==> config.mk <==
export PLATFORM = sky130hd
export DESIGN_NAME = irrigation_sequencer_flat
export DESIGN_NICKNAME = d
export VERILOG_FILES = /design/src/rtl/irrigation_sequencer_if.sv /design/src/rtl/irrigation_sequencer.sv /design/src/flat_wrapper.sv
export SDC_FILE = /design/constraint.sdc
export NUM_CORES = 1
export LEC_CHECK = 0
export ABC_AREA = 0
export BUFFER_PORTS_ARGS = -buffer_cell sky130_fd_sc_hd__buf_2
export CORE_AREA = 2 2 67 69
export DETAILED_ROUTE_END_ITERATION = 16
export DIE_AREA = 0 0 69 71
export PLACE_DENSITY = 0.71
export SYNTH_ARGS = -nofsm -noshare
export SYNTH_HDL_FRONTEND = slang
export SYNTH_SLANG_ARGS = --single-unit
==> constraint.sdc <==
create_clock -name clock -period 2.35 [get_ports clock]
set_input_delay 0.1175 -clock clock [delete_from_list [all_inputs] [get_ports clock]]
set_output_delay 0.1175 -clock clock [all_outputs]
set_load 0.005 [all_outputs]
==> src/rtl/irrigation_sequencer_if.sv <==
// Signal bundle between the irrigation decision logic and the sequencer.
// The sequencer sits on the slave side; the driving environment uses master.
interface irrigation_sequencer_if;
  logic       tick;
  logic       irrigation_on;
  logic       splinker_mode_on;
  logic       conflicting_values;
  logic       low_water_level;
  logic       high_water_level;
  logic       pulse;
  logic       splinker_bomb;
  logic       dripper_valvule;
  logic       water_supply_valvule;
  logic       alarm;
  logic [2:0] sequencer_state;

  modport slave (
    input  tick,
    input  irrigation_on,
    input  splinker_mode_on,
    input  conflicting_values,
    input  low_water_level,
    input  high_water_level,
    input  pulse,
    output splinker_bomb,
    output dripper_valvule,
    output water_supply_valvule,
    output alarm,
    output sequencer_state
  );

  modport master (
    output tick,
    output irrigation_on,
    output splinker_mode_on,
    output conflicting_values,
    output low_water_level,
    output high_water_level,
    output pulse,
    input  splinker_bomb,
    input  dripper_valvule,
    input  water_supply_valvule,
    input  alarm,
    input  sequencer_state
  );
endinterface

==> src/rtl/irrigation_sequencer.sv <==
// Timed irrigation sequencer: debounce, mode latch, min/max run, cooldown,
// refill timeout supervision and latched fault with acknowledge.
//
//   state        | meaning
//   IDLE         | waiting for an irrigation request
//   ARMING       | debouncing the request
//   RUN_SPLINKER | sprinkler pump on
//   RUN_DRIPPER  | dripper valve on
//   COOLDOWN     | enforced pause after a run, requests ignored
//   FAULT        | sensor conflict or refill timeout, waits for acknowledge
module irrigation_sequencer #(
  parameter int COUNTER_WIDTH        = 8,
  parameter int STABLE_TICKS         = 4,
  parameter int MIN_RUN_TICKS        = 8,
  parameter int MAX_RUN_TICKS        = 60,
  parameter int COOLDOWN_TICKS       = 10,
  parameter int REFILL_TIMEOUT_TICKS = 100
) (
  input logic                   clock,
  input logic                   reset_n,
  irrigation_sequencer_if.slave bus
);

  localparam int CW = COUNTER_WIDTH;

  typedef logic [CW-1:0] cnt_t;

  localparam cnt_t STABLE_LAST   = CW'(STABLE_TICKS - 1);
  localparam cnt_t RUN_MIN       = CW'(MIN_RUN_TICKS);
  localparam cnt_t RUN_MAX       = CW'(MAX_RUN_TICKS);
  localparam cnt_t RUN_LAST      = CW'(MAX_RUN_TICKS - 1);
  localparam cnt_t COOL_LAST     = CW'(COOLDOWN_TICKS - 1);
  localparam cnt_t REFILL_MAX    = CW'(REFILL_TIMEOUT_TICKS);
  localparam cnt_t REFILL_LAST   = CW'(REFILL_TIMEOUT_TICKS - 1);

  typedef enum logic [2:0] {
    ST_IDLE         = 3'b000,
    ST_ARMING       = 3'b001,
    ST_RUN_SPLINKER = 3'b010,
    ST_RUN_DRIPPER  = 3'b011,
    ST_COOLDOWN     = 3'b100,
    ST_FAULT        = 3'b101
  } state_e;

  state_e state_q, state_d;
  cnt_t   stable_count_q, stable_count_d;
  cnt_t   run_count_q, run_count_d;
  cnt_t   cooldown_count_q, cooldown_count_d;
  cnt_t   refill_count_q, refill_count_d;
  logic   mode_q, mode_d;
  logic   splinker_bomb_q, splinker_bomb_d;
  logic   dripper_valvule_q, dripper_valvule_d;
  logic   water_supply_valvule_q, water_supply_valvule_d;
  logic   alarm_q, alarm_d;
  logic   refill_timeout;
  logic   run_active;

  function automatic cnt_t sat_inc(input cnt_t value, input cnt_t limit);
    return (value >= limit) ? limit : value + 1'b1;
  endfunction

  always_comb begin
    state_d          = state_q;
    stable_count_d   = stable_count_q;
    run_count_d      = run_count_q;
    cooldown_count_d = cooldown_count_q;
    refill_count_d   = refill_count_q;
    mode_d           = mode_q;
    refill_timeout   = 1'b0;

    // Refill time is measured only while the valve is actually open.
    if (bus.high_water_level) begin
      refill_count_d = '0;
    end else if (water_supply_valvule_q && bus.tick) begin
      refill_count_d = sat_inc(refill_count_q, REFILL_MAX);
      refill_timeout = (refill_count_q == REFILL_LAST);
    end

    if (bus.conflicting_values || refill_timeout) begin
      state_d = ST_FAULT;
    end else begin
      case (state_q)
        ST_IDLE: begin
          if (bus.irrigation_on) begin
            state_d        = ST_ARMING;
            stable_count_d = '0;
          end
        end

        ST_ARMING: begin
          if (!bus.irrigation_on) begin
            state_d        = ST_IDLE;
            stable_count_d = '0;
          end else if (bus.tick) begin
            if (stable_count_q == STABLE_LAST) begin
              mode_d      = bus.splinker_mode_on;
              state_d     = bus.splinker_mode_on ? ST_RUN_SPLINKER : ST_RUN_DRIPPER;
              run_count_d = '0;
            end else begin
              stable_count_d = sat_inc(stable_count_q, STABLE_LAST);
            end
          end
        end

        ST_RUN_SPLINKER, ST_RUN_DRIPPER: begin
          if (bus.tick) begin
            run_count_d = sat_inc(run_count_q, RUN_MAX);
          end
          // Dry-run protection wins over the minimum run time.
          if (!bus.low_water_level ||
              (!bus.irrigation_on && run_count_q >= RUN_MIN) ||
              (bus.tick && run_count_q == RUN_LAST)) begin
            state_d          = ST_COOLDOWN;
            cooldown_count_d = '0;
          end
        end

        ST_COOLDOWN: begin
          if (bus.tick) begin
            if (cooldown_count_q == COOL_LAST) begin
              state_d = ST_IDLE;
            end else begin
              cooldown_count_d = sat_inc(cooldown_count_q, COOL_LAST);
            end
          end
        end

        ST_FAULT: begin
          if (bus.pulse) begin
            state_d          = ST_IDLE;
            stable_count_d   = '0;
            run_count_d      = '0;
            cooldown_count_d = '0;
            refill_count_d   = '0;
          end
        end

        default: begin
          state_d = ST_IDLE;
        end
      endcase
    end

    run_active             = (state_d == ST_RUN_SPLINKER) || (state_d == ST_RUN_DRIPPER);
    splinker_bomb_d        = run_active && mode_d;
    dripper_valvule_d      = run_active && !mode_d;
    alarm_d                = (state_d == ST_FAULT);
    water_supply_valvule_d = !bus.high_water_level && !bus.conflicting_values &&
                             (state_d != ST_FAULT);
  end

  always_ff @(posedge clock) begin
    if (!reset_n) begin
      state_q                <= ST_IDLE;
      stable_count_q         <= '0;
      run_count_q            <= '0;
      cooldown_count_q       <= '0;
      refill_count_q         <= '0;
      mode_q                 <= 1'b0;
      splinker_bomb_q        <= 1'b0;
      dripper_valvule_q      <= 1'b0;
      water_supply_valvule_q <= 1'b0;
      alarm_q                <= 1'b0;
    end else begin
      state_q                <= state_d;
      stable_count_q         <= stable_count_d;
      run_count_q            <= run_count_d;
      cooldown_count_q       <= cooldown_count_d;
      refill_count_q         <= refill_count_d;
      mode_q                 <= mode_d;
      splinker_bomb_q        <= splinker_bomb_d;
      dripper_valvule_q      <= dripper_valvule_d;
      water_supply_valvule_q <= water_supply_valvule_d;
      alarm_q                <= alarm_d;
    end
  end

  assign bus.splinker_bomb        = splinker_bomb_q;
  assign bus.dripper_valvule      = dripper_valvule_q;
  assign bus.water_supply_valvule = water_supply_valvule_q;
  assign bus.alarm                = alarm_q;
  assign bus.sequencer_state      = state_q;

endmodule

==> src/flat_wrapper.sv <==
// flat-port wrapper written by rule: the top's interface ports become plain ports
module irrigation_sequencer_flat 
#(
  parameter int COUNTER_WIDTH        = 8,
  parameter int STABLE_TICKS         = 4,
  parameter int MIN_RUN_TICKS        = 8,
  parameter int MAX_RUN_TICKS        = 60,
  parameter int COOLDOWN_TICKS       = 10,
  parameter int REFILL_TIMEOUT_TICKS = 100
)
  (clock, reset_n, bus_tick, bus_irrigation_on, bus_splinker_mode_on, bus_conflicting_values, bus_low_water_level, bus_high_water_level, bus_pulse, bus_splinker_bomb, bus_dripper_valvule, bus_water_supply_valvule, bus_alarm, bus_sequencer_state);
  irrigation_sequencer_if bus_i ();
  input logic clock;
  input logic reset_n;
  input wire logic [$bits(bus_i.tick)-1:0] bus_tick;
  input wire logic [$bits(bus_i.irrigation_on)-1:0] bus_irrigation_on;
  input wire logic [$bits(bus_i.splinker_mode_on)-1:0] bus_splinker_mode_on;
  input wire logic [$bits(bus_i.conflicting_values)-1:0] bus_conflicting_values;
  input wire logic [$bits(bus_i.low_water_level)-1:0] bus_low_water_level;
  input wire logic [$bits(bus_i.high_water_level)-1:0] bus_high_water_level;
  input wire logic [$bits(bus_i.pulse)-1:0] bus_pulse;
  output wire logic [$bits(bus_i.splinker_bomb)-1:0] bus_splinker_bomb;
  output wire logic [$bits(bus_i.dripper_valvule)-1:0] bus_dripper_valvule;
  output wire logic [$bits(bus_i.water_supply_valvule)-1:0] bus_water_supply_valvule;
  output wire logic [$bits(bus_i.alarm)-1:0] bus_alarm;
  output wire logic [$bits(bus_i.sequencer_state)-1:0] bus_sequencer_state;
  assign bus_i.tick = bus_tick;
  assign bus_i.irrigation_on = bus_irrigation_on;
  assign bus_i.splinker_mode_on = bus_splinker_mode_on;
  assign bus_i.conflicting_values = bus_conflicting_values;
  assign bus_i.low_water_level = bus_low_water_level;
  assign bus_i.high_water_level = bus_high_water_level;
  assign bus_i.pulse = bus_pulse;
  assign bus_splinker_bomb = bus_i.splinker_bomb;
  assign bus_dripper_valvule = bus_i.dripper_valvule;
  assign bus_water_supply_valvule = bus_i.water_supply_valvule;
  assign bus_alarm = bus_i.alarm;
  assign bus_sequencer_state = bus_i.sequencer_state;
  irrigation_sequencer #(.COUNTER_WIDTH(COUNTER_WIDTH), .STABLE_TICKS(STABLE_TICKS), .MIN_RUN_TICKS(MIN_RUN_TICKS), .MAX_RUN_TICKS(MAX_RUN_TICKS), .COOLDOWN_TICKS(COOLDOWN_TICKS), .REFILL_TIMEOUT_TICKS(REFILL_TIMEOUT_TICKS)) u_core (.clock(clock), .reset_n(reset_n), .bus(bus_i));
endmodule
# After elaboration in Yosys (flattened, before gate mapping)
# Cells that the tools add are included.
# totals
elab_cells	110
register_bits	40
input_bits	9
out_inout_bits	7
# op_classes
n_eq_ne	24
bitwise	1
reduce_logical	24
n_mux	42
order_cmp	5
add_sub_neg	4
# ops
cell	count
$mux 8	21
$pmux 8 s3	3
$add 8x1->8 const B	4
$mux 3	9
$ge 8x4->1 const B	2
$pmux 3 s5	1
$ne 2x2->1 const B	7
$eq 3x2->1 const B	4
$reduce_and 6->1	2
$eq 3x3->1 const B	3
$ne 3x3->1 const B	3
$reduce_bool 3->1	3
$eq 8x2->1 const B	1
$eq 8x4->1 const B	1
$eq 8x6->1 const B	1
$eq 8x7->1 const B	1
$ge 8x2->1 const B	1
$ge 8x6->1 const B	1
$ge 8x7->1 const B	1
$mux 1	8
$logic_and 1x1->1	7
$reduce_and 7->1	1
$logic_not 1->1	5
$logic_or 1x1->1	4
other kinds (5)	6

# Depth between registers and ports, before layout
# Gate-level depths: netlist of the first run.
# logic_depth
depth_word	10
ltp_mapped	7
depth_no_buf	7

# Worst setup path before layout of the first run
# OpenSTA, ideal clock, no wires.
# synth_timing
path_kind	register -> register
from	register u_core.refill_count_q[0]
to	register u_core.stable_count_q[1]
setup_slack_ns	0.462
setup_time_ns	0.073
t_required_ns	2.277
synth_period_minus_slack_ns	1.888
path_buffers	0
arrival_time_ns	1.815
stages_incl_launch_ff	7
cell_sequence	dfxtp_1 -> ha_1 -> and3_1 -> a31oi_4 -> nand2_1 -> or4_1 -> a21oi_1
# synth_between
elab_chain_cells	6
# synth_lines
element	line_no	source
start, declared	irrigation_sequencer.sv:49	cnt_t refill_count_q, refill_count_d;
start signal, assigned	irrigation_sequencer.sv:169	refill_count_q <= refill_count_d;
$eq 8x7->1	irrigation_sequencer.sv:76	refill_timeout = (refill_count_q == REFILL_LAST);
$mux 1	irrigation_sequencer.sv:74	end else if (water_supply_valvule_q && bus.tick) begin
$mux 1	irrigation_sequencer.sv:72	if (bus.high_water_level) begin
$logic_or 1x1->1	irrigation_sequencer.sv:79	if (bus.conflicting_values || refill_timeout) begin
$not 1->1 (no source line)	-	
$reduce_and 6->1 (no source line)	-	
end signal, assigned	irrigation_sequencer.sv:166	stable_count_q <= stable_count_d;
end, declared	irrigation_sequencer.sv:46	cnt_t stable_count_q, stable_count_d;
# No other way between the ends.
# A chain may end at the register's enable or synchronous reset.

# Worst setup path after layout of the first run
# layout_timing
from	register u_core.refill_count_q[0]
to	register u_core.stable_count_q[6]
# Same word-level chain as after synthesis.

==> results of run 1 <==
[cells by family after synthesis]
logic type	after synthesis
fa+ha+maj	8
xor+xnor	6
compound gates	73
buf+inv	20
mux	2
simple gates	104
flops	40
[through the flow]
stage	cell area [um^2]	cells	total power, mW
floorplan	2183	253	0.7899
global placement	2312	315	0.8276
detailed placement	2312	315	0.8277
CTS	2424	323	1.387
global route	2424	323	1.426
finish	2424	323	1.380
[where the power goes]
part / leakage [nW] / internal [mW] / switching, mW / total (mW)
sequential: 0.323 / 0.683 / 0.00917 / 0.692
combinational: 0.502 / 0.0432 / 0.0780 / 0.121
clock: 0.0541 / 0.314 / 0.252 / 0.567
[worst max-delay path, stage by stage, from the launching register on]
cell,delay (ns)
dfxtp_1,0.36
ha_1,0.20
and3_1,0.24
a31oi_4,0.33
nand2_1,0.20
buf_4,0.22
o31a_1,0.36
o21a_1,0.13
[registers in the layout, summed over array words and instances (netlist names)]
signal,cells
u_core.cooldown_count_q,8
u_core.refill_count_q,8
u_core.bus.sequencer_state,3
u_core.stable_count_q,8
u_core.bus.alarm,1
u_core.mode_q,1
u_core.bus.dripper_valvule,1
u_core.run_count_q,8
u_core.bus.water_supply_valvule,1
u_core.bus.splinker_bomb,1
[routing by layer]
metal,global-route usage,wire (um),vias up,share of wire
li1,-,-,984,-
met1,0.2633,2309,915,0.49
met2,0.3365,2180,37,0.46
met3,0.04274,169,5,0.036
met4,0.06100,54,0,0.011
met5,0,0,-,0
[how the worst min path moves through the flow]
stage / end / slack, ns / cells past startpoint
2_1_floorplan: u_core.bus.water_supply_valvule$_SDFF_PN0_ / 0.20 / 1
3_3_place_gp: u_core.bus.dripper_valvule$_SDFF_PN0_ / 0.34 / 2
3_5_place_dp: u_core.bus.dripper_valvule$_SDFF_PN0_ / 0.34 / 2
4_1_cts: u_core.bus.dripper_valvule$_SDFF_PN0_ / 0.03 / 2
5_1_grt: u_core.bus.dripper_valvule$_SDFF_PN0_ / 0.04 / 2
6_report: u_core.bus.dripper_valvule$_SDFF_PN0_ / 0.03 / 2
[area by class of cell]
cell class | instances | share of cell area
Sequential cell | 40 | 0.3304
Inverter | 12 | 0.01859
Timing Repair Buffer | 18 | 0.04027
Tap cell | 52 | 0.02685
Clock inverter | 3 | 0.01755
Clock buffer | 5 | 0.02839
Multi-Input combinational cell | 193 | 0.5379
[synth_stat cells (all sizes together) (6+ instances only)]
| cell type | count |
|---|---|
| nor2b | 7 |
| inv | 11 |
| a21oi | 19 |
| nor2 | 14 |
| o21a | 6 |
| dfxtp | 40 |
| o21ai | 9 |
| and3 | 7 |
| nand3 | 8 |
| nand2b | 6 |
| nor4 | 6 |
| nor3 | 14 |
| ha | 8 |
| nand2 | 21 |
[cell usage in the layout (no fill, tap or decap), types with 2 or more instances in the layout]
cell and count:
ha_1 8, o311a_1 2, nand3b_1 3, o31a_1 3
o311ai_1 2, o21a_1 6, or4_1 2, a41o_1 2
xnor2_1 5, and3_1 7, clkbuf_8 5, buf_2 15
nand4_1 3, nor2b_1 7, nor3b_1 2, o221a_2 2
a31oi_1 4, o21bai_1 2, o21ai_0 9, a211oi_1 3
a221oi_1 2, a21oi_1 19, o211a_1 2, nand2b_1 6
inv_1 11, o31ai_1 2, or2_1 2, nand2_1 21
nor2_1 14, nor3_1 14, nor4_1 5, dfxtp_1 40
o221a_1 3, o211ai_2 2, buf_4 3, nand3_1 8
==> impl_metrics.tcl, run 1 <==
set metrics [dict create \
    status "completed" \
    start_util 0.5193 \
    fp.dieW_um 69 \
    final-max-slew-violation-count 0 \
    cts_made_buffers 5 \
    grt_pass1_wl_um 8176 \
    worst_ep_arrival_time_ns 2.34 \
    post_drt_via_cell_ratio 6.009 \
    hp-class "input pin to flip-flop" \
    synth.area.top_cells "dfxtp_1, ha_1, a21oi_1" \
    r2r_start "u_core.refill_count_q[0]$_SDFF_PN0_" \
    dp_worst_setup_slack_ns 0.2294 \
    multi_input_area_um2 1304 \
    h-tree-depth 2 \
    grt_overflow_total 0 \
    clock_sinks 40 \
    antenna_left 0 \
    clkTransAtPathRegs_ns 0.09 \
    yosysUniqueCellTypes 58 \
    start_kind "flip-flop" \
    dieArea_um2 4899 \
    worstSetupStartpoint "u_core.refill_count_q[0]$_SDFF_PN0_" \
    synth_area_leader_cell "dfxtp_1" \
    clockRootBuffer "clkbuf_8" \
    clock.fmax_ghz 0.4653 \
    fin_crit_sh 0.9145 \
    syn_nets 270 \
    synth_top_area_share 0.3668 \
    synth_xor_area_frac 0.02407 \
    synth-simple-area-share 0.2630 \
    crit_type "flip-flop to flip-flop" \
    grtUsageTotal 0.2016 \
    cts_tree "done" \
    netlist_instances 253 \
    timing.hold.ws_ns 0.03423 \
    first_iter_violations 93 \
    setup_viol 0 \
    fillers 407 \
    r2r_end "u_core.stable_count_q[6]$_SDFFE_PN0P_" \
    fin_nets 287 \
    netlist_area_um2 2183 \
    r2r_cells 7 \
    final.setup.worst_slack_ns 0.2010 \
    fin_crit_ns 2.149 \
    synth_area_per_cell_um2 8.630 \
    drive_above_1_share 0.1365 \
    crit_required_ns 2.54 \
    critPathMaxFanout 12 \
    tns_ns 0 \
    vias 1941 \
    tightest_slew_ns 0.7707 \
    ys_warn_count 0 \
    fp.dieH_um 71 \
    maxSlewHeadroom 0.4862 \
    firstDrtPassIters 4 \
    synth_fa_ha_area_frac 0.04585 \
    p_leak_nw 0.8796 \
    critPathCapture "u_core.stable_count_q[6]$_SDFFE_PN0P_" \
    rsz0062_at_grt "no" \
    dp.final_hpwl_um 3375 \
    finalClockSkew_ns 0.01256 \
    peakVddDrop_mv 0.2668 \
    synth_top_family_by_area "simple AND/OR/NAND/NOR gates" \
    n_antenna_cell 0 \
    muxShareOfSynthArea 0.009742 \
    final_hold_viol_count 0 \
    core_um2 4204 \
    grt_pass1_vias 1796 \
    synth.yosys.seq_area_share 0.3668 \
    cts_hold_buf 0 \
    synth_seq_cells 40 \
    maxCapViolations 0 \
    port_buffers 15 \
    synth_compound_area_frac 0.2544 \
    antenna_found_initial 0 \
    grt_max_degree 19 \
    r2r_slack_ns 0.20 \
    powerDensity_nw_per_um2 569.4 \
    final_util 0.5765 \
    register_area_um2 800.8 \
    end_kind "flip-flop" \
    io-pin-count 16 \
    holdCritStartpoint "bus_splinker_mode_on" \
    drc_errors 0 \
    wl_per_cell_um 14.59 \
    cts_setup_buffers 0 \
    num_rows 24 \
    async_reset_ff_frac 0 \
    routed_wl_um 4714 \
    post_cts_resized 0 \
    synth-edff-count 0 \
    clk_path_buf_depth 2 \
    gp_congestion 0.8696 \
    area_delta_synth_final_pct 11.00 \
    clock_latency_ns 0.30 \
    ys.flop_type "dfxtp_1" \
]
Power figures use the tool's default switching activity.
==> run 2, diff against run 1 <==
--- a/config.mk
+++ b/config.mk
@@ -10,6 +10,7 @@
 export CORE_AREA = 2 2 67 69
 export DETAILED_ROUTE_END_ITERATION = 16
 export DIE_AREA = 0 0 69 71
+export MAX_ROUTING_LAYER = met4
 export PLACE_DENSITY = 0.71
 export SYNTH_ARGS = -nofsm -noshare
 export SYNTH_HDL_FRONTEND = slang
==> impl_metrics.tcl, run 2 (synthesized netlist as in run 1, its figures left out) <==
set metrics [dict create \
    drive_above_1_share 0.1365 \
    crit_required_ns 2.54 \
    status "completed" \
    cts_setup_buffers 0 \
    tightest_slew_ns 0.7707 \
    area_delta_synth_final_pct 11.00 \
    cts_tree "done" \
    n_antenna_cell 0 \
    finalClockSkew_ns 0.01243 \
    clk_path_buf_depth 2 \
    final_hold_viol_count 0 \
    worstSetupStartpoint "u_core.refill_count_q[0]$_SDFF_PN0_" \
    vias 1942 \
    fin_crit_ns 2.149 \
    antenna_found_initial 0 \
    clkTransAtPathRegs_ns 0.09 \
    route.met2.wl_um 2184 \
    crit_chain "ha_1 -> and3_1 -> a31oi_4 -> nand2_1 -> buf_4 -> o31a_1 -> o21a_1" \
    r2r_end "u_core.stable_count_q[6]$_SDFFE_PN0P_" \
    clock_latency_ns 0.30 \
    grt_overflow_total 0 \
    layout_common_cells "dfxtp_1, nand2_1, a21oi_1, buf_2" \
    r2r_slack_ns 0.20 \
    wl_met1_um 2305 \
    grt_pass1_wl_um 8169 \
    fp.dieH_um 71 \
    maxSlewHeadroom 0.4862 \
    setup_viol 0 \
    hp-class "input pin to flip-flop" \
    fin_crit_sh 0.9145 \
    worst_ep_arrival_time_ns 2.34 \
    powerDensity_nw_per_um2 568.9 \
    clockRootBuffer "clkbuf_8" \
    wl_met3_um 181 \
    h-tree-depth 2 \
    grt_max_degree 19 \
    routed_wl_um 4712 \
    core_um2 4204 \
    start_util 0.5193 \
    cp_slowest_cell "dfxtp_1" \
    clock_sinks 40 \
    final-max-slew-violation-count 0 \
    r2r_cells 7 \
    drc_errors 0 \
    final_util 0.5765 \
    grt_pass1_vias 1797 \
    num_rows 24 \
    io-pin-count 16 \
    r2r_start "u_core.refill_count_q[0]$_SDFF_PN0_" \
    end_kind "flip-flop" \
    crit_type "flip-flop to flip-flop" \
    fin_nets 287 \
    max_stage_delay_ns 0.36 \
    p_leak_nw 0.8796 \
    critPathCapture "u_core.stable_count_q[6]$_SDFFE_PN0P_" \
    grtUsageTotal 0.2078 \
    clock.fmax_ghz 0.4653 \
    post_drt_via_cell_ratio 6.012 \
    maxCapViolations 0 \
    firstDrtPassIters 4 \
    dieArea_um2 4899 \
    peakVddDrop_mv 0.2668 \
    critPathMaxFanout 12 \
    antenna_left 0 \
    dp.final_hpwl_um 3375 \
    fillers 407 \
    port_buffers 15 \
    start_kind "flip-flop" \
    final_common_cell "dfxtp_1" \
    topRoutingLayerUsed "met4" \
    fp.dieW_um 69 \
    wl_per_cell_um 14.59 \
    first_iter_violations 93 \
    tns_ns 0 \
    gp_congestion 0.8837 \
    rsz0062_at_grt "no" \
    cts_made_buffers 5 \
]
run 2: repair_timing:
item | CTS | global route
gates resized for setup | 0 | 1
hold buffers | 0 | 0
setup endpoints to repair | 0 | 1
run 2: worst max-delay path, delay by kind of cell (launching register included):
kind            cells  cell delay (ns)
fa+ha+maj           1             0.20
flops               1             0.36
simple gates        2             0.44
compound gates      3             0.82
buf+inv             1             0.22
run 2: area by class of cell:
type	count	area [um^2]	share of cell area
clock buffers	5	68.82	0.02839
well taps	52	65.06	0.02685
multi-input cells	193	1304	0.5379
repair buffers	18	97.59	0.04027
flip-flops and latches	40	800.8	0.3304
clock inverters	3	42.54	0.01755
inverters	12	45.04	0.01859
run 2: how the worst min path moves through the flow:
stage / start / to / depth (start not counted)
after floorplan: bus_conflicting_values / u_core.bus.water_supply_valvule$_SDFF_PN0_ / 1
after global placement: bus_splinker_mode_on / u_core.bus.dripper_valvule$_SDFF_PN0_ / 2
after detailed placement: bus_splinker_mode_on / u_core.bus.dripper_valvule$_SDFF_PN0_ / 2
after CTS: bus_splinker_mode_on / u_core.bus.dripper_valvule$_SDFF_PN0_ / 2
after global routing: bus_splinker_mode_on / u_core.bus.dripper_valvule$_SDFF_PN0_ / 2
final: bus_splinker_mode_on / u_core.bus.dripper_valvule$_SDFF_PN0_ / 2
run 2: through the flow:
| step | power (mW) | instances | cell area [um^2] | hold WS [ns] | worst slack (ns) |
|---|---|---|---|---|---|
| finish | 1.379 | 323 | 2424 | 0.03588 | 0.2010 |
| global route | 1.426 | 323 | 2424 | 0.03703 | 0.005615 |
| CTS | 1.387 | 323 | 2424 | 0.02968 | 0.2176 |
| detailed placement | 0.8277 | 315 | 2312 | 0.3397 | 0.2294 |
| global placement | 0.8276 | 315 | 2312 | 0.3367 | 0.2735 |
| floorplan | 0.7899 | 253 | 2183 | 0.1965 | 0.4618 |
run 2: metal layers:
| metal | vias to the layer above | GRT usage |
|---|---|---|
| met5 | - | - |
| met4 | 0 | 0.06100 |
| met3 | 5 | 0.04274 |
| met2 | 38 | 0.3365 |
| met1 | 915 | 0.2633 |
| li1 | 984 | - |
run 2: report_power, final:
part           switching (mW)  internal, mW
combinational          0.0780        0.0432
clock                   0.251         0.314
sequential            0.00917         0.683
==> run 3, diff against run 2 <==
--- a/config.mk
+++ b/config.mk
@@ -7,11 +7,11 @@
 export LEC_CHECK = 0
 export ABC_AREA = 0
 export BUFFER_PORTS_ARGS = -buffer_cell sky130_fd_sc_hd__buf_2
-export CORE_AREA = 2 2 67 69
+export CORE_AREA = 2 2 89 91
 export DETAILED_ROUTE_END_ITERATION = 16
-export DIE_AREA = 0 0 69 71
+export DIE_AREA = 0 0 91 93
 export MAX_ROUTING_LAYER = met4
-export PLACE_DENSITY = 0.71
+export RECOVER_POWER = 100
 export SYNTH_ARGS = -nofsm -noshare
 export SYNTH_HDL_FRONTEND = slang
 export SYNTH_SLANG_ARGS = --single-unit
==> impl_metrics.tcl, run 3 (synthesized netlist as in run 1, its figures left out) <==
set metrics [dict create \
    crit_required_ns 2.57 \
    clk_path_buf_depth 2 \
    worst_ep_arrival_time_ns 2.29 \
    final_common_cell "dfxtp_1" \
    clock.fmax_ghz 0.4820 \
    fillers 838 \
    core_um2 7527 \
    routed_wl_um 4960 \
    h-tree-depth 2 \
    io-pin-count 16 \
    finalClockSkew_ns 0.006518 \
    fin_crit_ns 2.075 \
    clkTransAtPathRegs_ns 0.08 \
    tns_ns 0 \
    drc_errors 0 \
    hp-class "input pin to flip-flop" \
    powerDensity_nw_per_um2 521.0 \
    setup_viol 0 \
    fp.dieH_um 93 \
    maxCapViolations 0 \
    drive_above_1_share 0.1209 \
    grt_pass1_vias 1893 \
    antenna_left 0 \
    gp_congestion 0.8140 \
    port_buffers 15 \
    n_antenna_cell 0 \
    grt_overflow_total 0 \
    worstSetupStartpoint "u_core.refill_count_q[0]$_SDFF_PN0_" \
    crit_type "flip-flop to flip-flop" \
    fp.dieW_um 91 \
    tightest_slew_ns 0.7355 \
    cts_made_buffers 5 \
    start_util 0.2901 \
    cts_tree "done" \
    first_iter_violations 79 \
    rsz0062_at_grt "no" \
    post_cts_resized 0 \
    fin_nets 289 \
    vias 1949 \
    final-max-slew-violation-count 0 \
    firstDrtPassIters 4 \
    dp_cells 367 \
    fin_crit_sh 0.8829 \
    dp.final_hpwl_um 3593 \
    grt_max_degree 19 \
    clockRootBuffer "clkbuf_8" \
    wl_per_cell_um 13.23 \
    p_leak_nw 0.8655 \
    start_kind "flip-flop" \
    post_drt_via_cell_ratio 5.197 \
    maxSlewHeadroom 0.5097 \
    grtUsageTotal 0.1256 \
    clock_sinks 40 \
    num_rows 32 \
    layoutNonFillerInstCount 375 \
    r2r_start "u_core.refill_count_q[0]$_SDFF_PN0_" \
    end_kind "flip-flop" \
    grt_pass1_wl_um 8625 \
    status "completed" \
    critPathMaxFanout 8 \
    register_area_um2 800.8 \
    antenna_found_initial 0 \
    cts_setup_buffers 0 \
    dieArea_um2 8463 \
    multi_input_area_um2 1304 \
    peakVddDrop_mv 0.2052 \
    clock_latency_ns 0.29 \
    layout_common_cells "dfxtp_1, nand2_1, a21oi_1, nor3_1, nor2_1" \
    holdCritStartpoint "bus_conflicting_values" \
    cts_hold_buf 0 \
    final_hold_viol_count 0 \
    area_delta_synth_final_pct 13.35 \
]
-- run 3: cell types whose count changed in the layout (fill, tap and decap cells not counted), sizes merged --
cell      before  now
clkinv         2    1
clkbuf         5   12
clkinvlp       1    0
bufinv         1    0
buf           18   16
-- run 3: cell type report --
class,instances,area share
Multi-Input combinational cell,193,0.5268
Sequential cell,40,0.3236
Tap cell,102,0.05157
Timing Repair Buffer,20,0.04348
Clock buffer,8,0.03640
Inverter,12,0.01820
-- run 3: power breakdown --
group	leakage [nW]	internal (mW)	total, mW	switching, mW
registers	0.323	0.683	0.691	0.00821
logic	0.497	0.0442	0.126	0.0816
clock network	0.0455	0.240	0.472	0.233
total	0.865	0.967	1.29	0.322
-- run 3: metal layers --
| metal | up-vias | wire length (um) | global-route usage |
|---|---|---|---|
| li1 | 986 | - | - |
| met1 | 928 | 2510 | 0.1623 |
| met2 | 29 | 2208 | 0.1994 |
| met3 | 6 | 158 | 0.02095 |
| met4 | 0 | 81 | 0.04545 |
| met5 | - | 0 | - |
-- run 3: final timing paths --
| check | to | slack, ns | depth (start not counted) |
|---|---|---|---|
| max | u_core.run_count_q[1]$_SDFFE_PN0P_ | 0.28 | 6 |
| min | u_core.bus.water_supply_valvule$_SDFF_PN0_ | 0.06 | 2 |
| max reg2reg | u_core.run_count_q[1]$_SDFFE_PN0P_ | 0.28 | 6 |
| min reg2reg | u_core.cooldown_count_q[7]$_SDFFE_PN0P_ | 0.45 | 1 |
-- run 3: critical path, cell delays in order (launching register included) --
cell      delay (ns)
dfxtp_1         0.35
ha_1            0.20
and3_1          0.24
a31oi_4         0.30
o211ai_2        0.23
or4b_1          0.54
a21oi_1         0.15
-- run 3: per-stage QoR --
stage / area (um^2) / worst slack (ns) / total power, mW / hold WS, ns / util
detailed placement: 2390 / 0.2923 / 0.8323 / 0.3673 / 0.3175
global route: 2475 / 0.1078 / 1.341 / 0.06277 / 0.3288
CTS: 2480 / 0.2694 / 1.303 / 0.05590 / 0.3295
global placement: 2390 / 0.3212 / 0.8325 / 0.3682 / 0.3175
finish: 2475 / 0.2753 / 1.289 / 0.06324 / 0.3288
floorplan: 2183 / 0.4618 / 0.7899 / 0.1965 / -
